<file path="src/rtl/enc_par_serializer_pkg.sv">
// ---------------------------------------------------------------------------
// enc_par_serializer_pkg
// Shared constants and types for the parity serializer slice.
//   RSC_PAR_LEN       number of parity symbols per codeword block
//   EGF_DIM           bits per Galois-field symbol
//   ENC_PAR_BUF_DEP   depth of the upstream parity buffer
//   ENC_PAR_SER_WID   default symbols per output beat
//   ENC_PAR_SER_BEATS beats needed to send one parity block at the default width
// ---------------------------------------------------------------------------
package enc_par_serializer_pkg;

   localparam int RSC_PAR_LEN     = 16;
   localparam int EGF_DIM         = 8;
   localparam int ENC_PAR_BUF_DEP = 16;
   localparam int ENC_PAR_SER_WID = 4;

   // Integer ceiling division, used to size the beat count for any lane width.
   function automatic int enc_ceil_div(input int num, input int den);
      return (num + den - 1) / den;
   endfunction

   localparam int ENC_PAR_SER_BEATS = enc_ceil_div(RSC_PAR_LEN, ENC_PAR_SER_WID);

   typedef enum logic {
      IDLE = 1'b0,
      SEND = 1'b1
   } enc_par_ser_state_t;

   typedef logic [EGF_DIM-1:0] egf_sym_t;

endpackage

</file>
<file path="src/rtl/enc_par_serializer_sat_counter.sv">
// ---------------------------------------------------------------------------
// enc_sat_counter
// Saturating event counter: counts inc pulses up to all-ones and holds there.
//   clk    clock
//   rst_n  async active-low reset, clears the count
//   inc    count one event this cycle
//   clr    synchronous clear (takes priority over inc)
//   cnt    current count
// ---------------------------------------------------------------------------
module enc_sat_counter #(
   parameter int CNT_W = 16
) (
   input  logic             clk,
   input  logic             rst_n,
   input  logic             inc,
   input  logic             clr,
   output logic [CNT_W-1:0] cnt
);

   // Count up on each event but stop at all-ones so the value never wraps
   // back to a small, misleading number.
   always_ff @(posedge clk or negedge rst_n) begin
      if (!rst_n) begin
         cnt <= '0;
      end else if (clr) begin
         cnt <= '0;
      end else if (inc && (cnt != '1)) begin
         cnt <= cnt + CNT_W'(1);
      end
   end

endmodule

</file>
<file path="src/rtl/enc_par_serializer.sv">
// ---------------------------------------------------------------------------
// enc_par_serializer
// Snapshots the parity block from the parity buffer and streams it out
// SER_WID symbols per beat over valid/ready, highest-degree symbol first.
// The local snapshot lets the parity buffer accept the next codeword while
// this block is still draining.
//   clk            clock
//   rst_n          async active-low reset
//   par_buf_start  pulse: par_buf_data holds a new parity block
//   par_buf_data   parity symbols from the parity buffer
//   ser_ready      downstream accepts the current beat
//   ser_valid      beat on ser_data is valid
//   ser_data       beat symbols, lane 0 first on the wire
//   ser_keep       lane-valid mask, all-ones except a partial last beat
//   ser_last       final beat of the block
//   ser_busy       a block is in flight
//   ser_ovf        sticky: a start arrived while busy and was dropped
// Optional build macro ENC_PAR_SER_STAT_EN adds saturating statistics:
//   ser_blk_cnt    blocks completed
//   ser_ovf_cnt    starts dropped while busy
// ---------------------------------------------------------------------------
module enc_par_serializer
   import enc_par_serializer_pkg::*;
#(
   parameter int SER_WID = ENC_PAR_SER_WID
) (
   input  logic                              clk,
   input  logic                              rst_n,
   input  logic                              par_buf_start,
   input  logic [ENC_PAR_BUF_DEP-1:0][EGF_DIM-1:0] par_buf_data,
   input  logic                              ser_ready,
   output logic                              ser_valid,
   output logic [SER_WID-1:0][EGF_DIM-1:0]   ser_data,
   output logic [SER_WID-1:0]                ser_keep,
   output logic                              ser_last,
   output logic                              ser_busy,
   output logic                              ser_ovf
`ifdef ENC_PAR_SER_STAT_EN
   ,
   output logic [15:0]                       ser_blk_cnt,
   output logic [15:0]                       ser_ovf_cnt
`endif
);

   localparam int BEATS  = enc_ceil_div(RSC_PAR_LEN, SER_WID);
   localparam int CNT_W  = $clog2(BEATS + 1);
   localparam int SYM_IW = $clog2(RSC_PAR_LEN);
   localparam logic [CNT_W-1:0] LAST_BEAT = CNT_W'(BEATS - 1);

   enc_par_ser_state_t           state;
   logic [CNT_W-1:0]             beat_cnt;
   egf_sym_t [RSC_PAR_LEN-1:0]   snapshot;
   logic                         last_beat;
   logic                         final_hs;
   logic                         drop_start;

   // A block ends on the handshake of its last beat; a start on any other
   // SEND cycle cannot be honoured without corrupting the block in flight.
   assign last_beat  = (beat_cnt == LAST_BEAT);
   assign final_hs   = (state == SEND) && ser_ready && last_beat;
   assign drop_start = (state == SEND) && par_buf_start && !final_hs;

   assign ser_valid = (state == SEND);
   assign ser_busy  = (state == SEND);
   assign ser_last  = (state == SEND) && last_beat;

   // Control FSM. A start coinciding with the final handshake reloads the
   // snapshot and stays in SEND, giving back-to-back blocks with no idle beat.
   // beat_cnt is parked at zero in IDLE so it never sits past the last beat.
   always_ff @(posedge clk or negedge rst_n) begin
      if (!rst_n) begin
         state    <= IDLE;
         beat_cnt <= '0;
         snapshot <= '0;
         ser_ovf  <= 1'b0;
      end else begin
         case (state)
            IDLE: begin
               if (par_buf_start) begin
                  state    <= SEND;
                  snapshot <= par_buf_data[RSC_PAR_LEN-1:0];
                  beat_cnt <= '0;
               end
            end
            SEND: begin
               if (ser_ready) begin
                  if (last_beat) begin
                     beat_cnt <= '0;
                     if (par_buf_start) begin
                        snapshot <= par_buf_data[RSC_PAR_LEN-1:0];
                     end else begin
                        state <= IDLE;
                     end
                  end else begin
                     beat_cnt <= beat_cnt + CNT_W'(1);
                  end
               end
            end
            default: begin
               state    <= IDLE;
               beat_cnt <= '0;
            end
         endcase
         if (drop_start) begin
            ser_ovf <= 1'b1;
         end
      end
   end

   // Lane select: beat k, lane j carries symbol RSC_PAR_LEN-1-(k*SER_WID+j)
   // so the highest-degree parity leaves first. Lanes past the end of the
   // block on a partial last beat are zeroed and masked off in ser_keep.
   // Everything is zero outside SEND so the bus is quiet between blocks.
   always_comb begin
      ser_data = '0;
      ser_keep = '0;
      if (state == SEND) begin
         for (int j = 0; j < SER_WID; j++) begin
            if ((int'(beat_cnt) * SER_WID + j) < RSC_PAR_LEN) begin
               ser_data[j] = snapshot[SYM_IW'(RSC_PAR_LEN - 1 - (int'(beat_cnt) * SER_WID + j))];
               ser_keep[j] = 1'b1;
            end
         end
      end
   end

`ifdef ENC_PAR_SER_STAT_EN
   // Completed-block and dropped-start statistics, both saturating.
   enc_sat_counter #(.CNT_W(16)) u_blk_cnt (
      .clk   (clk),
      .rst_n (rst_n),
      .inc   (final_hs),
      .clr   (1'b0),
      .cnt   (ser_blk_cnt)
   );

   enc_sat_counter #(.CNT_W(16)) u_ovf_cnt (
      .clk   (clk),
      .rst_n (rst_n),
      .inc   (drop_start),
      .clr   (1'b0),
      .cnt   (ser_ovf_cnt)
   );
`endif

endmodule
</file>
<file path="config.mk">
export PLATFORM = sky130hd
export DESIGN_NAME = enc_par_serializer
export DESIGN_NICKNAME = d
export VERILOG_FILES = /design/src/rtl/enc_par_serializer_pkg.sv /design/src/rtl/enc_par_serializer_sat_counter.sv /design/src/rtl/enc_par_serializer.sv
export SDC_FILE = /design/constraint.sdc
export NUM_CORES = 1
export LEC_CHECK = 0
export ABC_AREA = 1
export ABC_CLOCK_PERIOD_IN_PS = 1400
export BUFFER_PORTS_ARGS = -buffer_cell sky130_fd_sc_hd__buf_2
export CAP_MARGIN = 5
export CORE_UTILIZATION = 24
export DETAILED_ROUTE_END_ITERATION = 16
export GPL_TIMING_DRIVEN = 1
export PLACE_DENSITY_LB_ADDON = 0.12
export SETUP_SLACK_MARGIN = 0.15
export SYNTH_ARGS = -nofsm -noshare
export SYNTH_HDL_FRONTEND = slang
export SYNTH_SLANG_ARGS = --single-unit
</file>
<file path="constraint.sdc">
create_clock -name clk -period 1.4 [get_ports clk]
set_input_delay 0.28 -clock clk [delete_from_list [all_inputs] [get_ports clk]]
set_output_delay 0.28 -clock clk [all_outputs]
set_load 0.05 [all_outputs]
</file>
; Yosys cells after proc, flatten, opt, wreduce, memory -nomap -nowiden
; Cells that the tools add are included.
[totals]
register_bits = 133
in_bits = 132
out_inout_bits = 40
word_cells = 82
[op_classes]
add_sub_neg = 8
order_cmp = 8
eq_ne = 4
muxes = 34
bitwise = 1
reduce_logical = 8
[ops]
columns = op, n
row1 = $mux 128, 3
row2 = $pmux 128 s2, 1
row3 = $bmux 8 s4, 4
row4 = $mux 8, 12
row5 = $mux 32, 1
row6 = $lt 4x6->1 const B, 4
row7 = $lt 6x5->1 const B, 3
row8 = $sub 4x4->4 const A, 4
row9 = $add 5x2->6 const B, 2
row10 = $mux 3, 3
row11 = $mux 1, 7
row12 = $add 5x1->6 const B, 1
row13 = $pmux 3 s2, 1
row14 = $logic_and 1x1->1, 5
row15 = $lt 5x5->1 const B, 1
row16 = $mux 4, 1
row17 = $ne 2x2->1 const B, 2
row18 = $reduce_and 2->1, 2
row19 = $add 3x1->3 const B, 1
row20 = $eq 3x2->1 const B, 1
row21 = $ne 2x1->1 const B, 1
row22 = $pmux 1 s2, 1
row23 = $logic_not 1->1, 1
row24 = $not 1->1, 1

; Logic depth before layout (Yosys ltp)
[logic_depth]
depth_word = 7
depth_mapped = 8
depth_no_buf = 6

; Least setup slack after synthesis
; Ideal clock, no wire load.
[synth_path]
path_kind = flip-flop to output port
startpoint = reg state (netlist: ser_busy)
endpoint = out ser_data[0] in the netlist's numbering
arrival_time_ps = 1973
required_time_ps = 1120
setup_slack_ps = -853
path_stages_with_launch = 4
path_buffers = 1
cell_sequence = dfrtp_1 nand2_1 clkbuf_1 a21oi_1
[synth_rtl]
columns = item, line_no
row1 = from (decl), enc_par_serializer.sv:50  ; enc_par_ser_state_t state;
row2 = from (signal assigned), enc_par_serializer.sv:72  ; state <= IDLE;
row3 = from (signal assigned), enc_par_serializer.sv:80  ; state <= SEND;
row4 = from (signal assigned), enc_par_serializer.sv:92  ; state <= IDLE;
row5 = to (decl), enc_par_serializer.sv:33  ; output logic [SER_WID-1:0][EGF_DIM-1:0] ser_data,

==> results.sh <==
export IMPL_holdWs_ns=0.0820
export IMPL_clkLatencyLatePin_ns=0.43
export IMPL_place_hpwl_mm=18.5
export IMPL_antenna_found_initial=4
export IMPL_setup_tns_ns=-51.14
export IMPL_cts_tree="yes"
export IMPL_synth_seq_area_share_pct=45.9
export IMPL_root_buffer="clkbuf_16"
export IMPL_gp_congestion=0.783
export IMPL_post_route_min_period_ns=2.01
export IMPL_pin_count=172
export IMPL_worstPathCellList="inv_4, buf_12, nand2_1, nand3_2, a21oi_4, buf_6"
export IMPL_synth_seq_cells=133
export IMPL_rsz0062_at_grt="true"
export IMPL_synth_area_leader_cell="dfrtp_1"
export IMPL_htreeDepth=4
export IMPL_port_buffers=171
export IMPL_syn_to_final_growth_pct=55.9
export IMPL_irDropWorstVdd_mv=2.50
export IMPL_postSynthAreaPerCell_sq_um=7.50
export IMPL_synth_cells=966
export IMPL_critPathKind="reg -> out"
export IMPL_cts_buffer_depth=2
export IMPL_grt_pass1_wl_mm=40.7
export IMPL_die_w_microns=176
export IMPL_design_area_sq_um=11300
export IMPL_syn_nets=1099
export IMPL_end_kind="output pin"
export IMPL_tightest_slew_ns=0.395
export IMPL_grt_ovfl_total=0
export IMPL_fillCellCount=3151
export IMPL_regArea_sq_um=3330
export IMPL_netlist_area_leader_share_pct=45.9
export IMPL_p_leak_nw=5.72
export IMPL_dp_cells=1517
export IMPL_status="finished with violations"
export IMPL_crit_path_max_fanout=28
export IMPL_cts_made_buffers=17
export IMPL_grt_pass1_vias=7067
export IMPL_violations="negative setup slack"
export IMPL_clkTransAtPathRegs_ns=0.06
export IMPL_std_cell_rows=63
export IMPL_vias_per_cell=4.26
export IMPL_power_density_nw_per_um2=2640
export IMPL_slowest_stage="dfrtp_2"
export IMPL_first_pass_iters=4
export IMPL_cap_viol_max_count=0
export IMPL_synth_area_sq_um=7250
export IMPL_maxSlewViolCount=0
export IMPL_worst_ep_arrival_time_ns=1.73
export IMPL_finalNetCount=1307
export IMPL_cp_start_kind="register"
export IMPL_finalNonFillerCells=1579
export IMPL_drive_gt1_share_pct=46.5
export IMPL_initial_core_util_pct=24.4
export IMPL_die_h_microns=176
export IMPL_multi_input_area_sq_um=3910
export IMPL_coreArea_sq_um=29600
export IMPL_drc=0
export IMPL_setup_viol_count_final=170
export IMPL_ys_top_cells_by_area="dfrtp_1 46%, nand2_1 16%, nand3_1 13%"
export IMPL_die_area_sq_um=30900
export IMPL_vias=6727
export IMPL_ys_types=21
export IMPL_path_buf_inv=3
export IMPL_finalCoreUtilization_pct=38.1
export IMPL_fin_crit_sh_pct=144
export IMPL_relSlewSlack_pct=73.7
export IMPL_hp_class="in -> reg"
export IMPL_grt_use_total_pct=17.7
export IMPL_antenna_violating_nets_post_route=0
export IMPL_dpl_instance_area_sq_um=9660
export IMPL_yosysWarnings=0
export IMPL_drt_wl_total_mm=26.1
export IMPL_cts_sinks=133
export IMPL_wl_per_cell_microns=16.5
export IMPL_fmax_ghz=0.497
export IMPL_grt_max_degree=52
export IMPL_drtIter0Drc=302
export IMPL_critical_path_max_stage_delay_ns=0.48
export IMPL_finClkSkew_ns=0.00941
export IMPL_final_hold_viol_count=0
export IMPL_worst_ep_required_time_ns=1.12
export IMPL_setup_ws_ns=-0.613
export IMPL_crit_family="flip-flops"
[Yosys cell counts, drive strengths merged]
library cell  instances
clkbuf               10
nand3               195
buf                  61
ha                    1
nor2                  1
a21oi                34
dfrtp               133
nand2               394
clkinv                1
inv                 134
o21ai                 1
o21bai                1
[sequential cells by signal (all words and copies together), names as in the netlist]
name and flops:
ser_ovf 1, ser_busy 1, beat_cnt 3, snapshot 128
[worst reg2reg max path: stages (launching register included)]
cell and delay (ns):
dfrtp_2 0.48, buf_12 0.18, ha_4 0.16, nand3_4 0.10
nand2_8 0.13, nand2_8 0.15, buf_12 0.17, buf_12 0.14
nand2_2 0.06, nand2_2 0.04
[power breakdown]
part	internal, mW	total (mW)	switching (mW)
sequential	5.59	6.79	1.20
clock	2.63	4.52	1.89
combinational	7.71	18.5	10.8
[what timing repair did]
action                                 CTS  global route
gates resized for setup                114            65
gates cloned                             9             0
hold buffers                             1             0
setup buffers                           14             4
pin swaps                               15             4
endpoints found under the hold margin   27             0
setup endpoints to repair              172           172
[final cells by class]
type	instances	area share (%)
inverter	135	4.64
tap	390	4.32
clock inverter	15	1.37
sequential	133	29.5
timing repair buffer	257	21.7
antenna	2	0.0443
multi-input combinational	630	34.6
clock buffer	17	3.77
[per-stage QoR]
stage               power, mW  setup slack, ns
global placement         22.7           -0.259
floorplan                18.0          -0.0881
CTS                      29.7           -0.638
global route             31.7           -0.694
finish                   29.8           -0.613
detailed placement       22.8           -0.298
[cells by family after synthesis]
group | after synthesis | synth area share [%]
adder cells (fa/ha/maj) | 1 | 0.173
flip-flops | 133 | 45.9
AND/OR/NAND/NOR | 590 | 37.0
buffers and inverters | 206 | 14.4
AO/OA/AOI/OAI | 36 | 2.52
[cells in the final DEF (no fill, tap or decap), types with 3 or more instances in the layout]
| cell type | count |
|---|---|
| nand2_2 | 137 |
| buf_16 | 10 |
| nand2_1 | 253 |
| clkbuf_16 | 17 |
| nand3_1 | 117 |
| clkinv_2 | 4 |
| nand3_2 | 72 |
| dfrtp_1 | 130 |
| buf_12 | 35 |
| inv_1 | 129 |
| a21oi_4 | 32 |
| clkinv_4 | 4 |
| buf_2 | 129 |
| inv_6 | 3 |
| clkinvlp_4 | 3 |
| nand3_4 | 6 |
| buf_8 | 11 |
| nand2_4 | 3 |
| buf_4 | 38 |
| buf_6 | 33 |
| nand2_8 | 4 |
[worst paths after layout]
check / from / to / slack [ns] / cells past startpoint
max: beat_cnt[0] / ser_data[19] / -0.61 / 6
max reg2reg: beat_cnt[0] / snapshot[102] / -0.31 / 9
max in group asynchronous: rst_n / snapshot[55] / 0.53 / 3
min: par_buf_data[118] / snapshot[118] / 0.08 / 3
min in group asynchronous: rst_n / snapshot[99] / 0.32 / 2
min reg2reg: snapshot[93] / snapshot[93] / 0.47 / 2
[routing by layer]
metal	up-vias	global-route usage [%]	wire, microns
li1	3395	-	-
met5	-	0	23
met2	128	31.3	13400
met4	4	4.49	291
met1	3183	21.4	11300
met3	17	4.18	1160
Power figures use the tool's default switching activity.
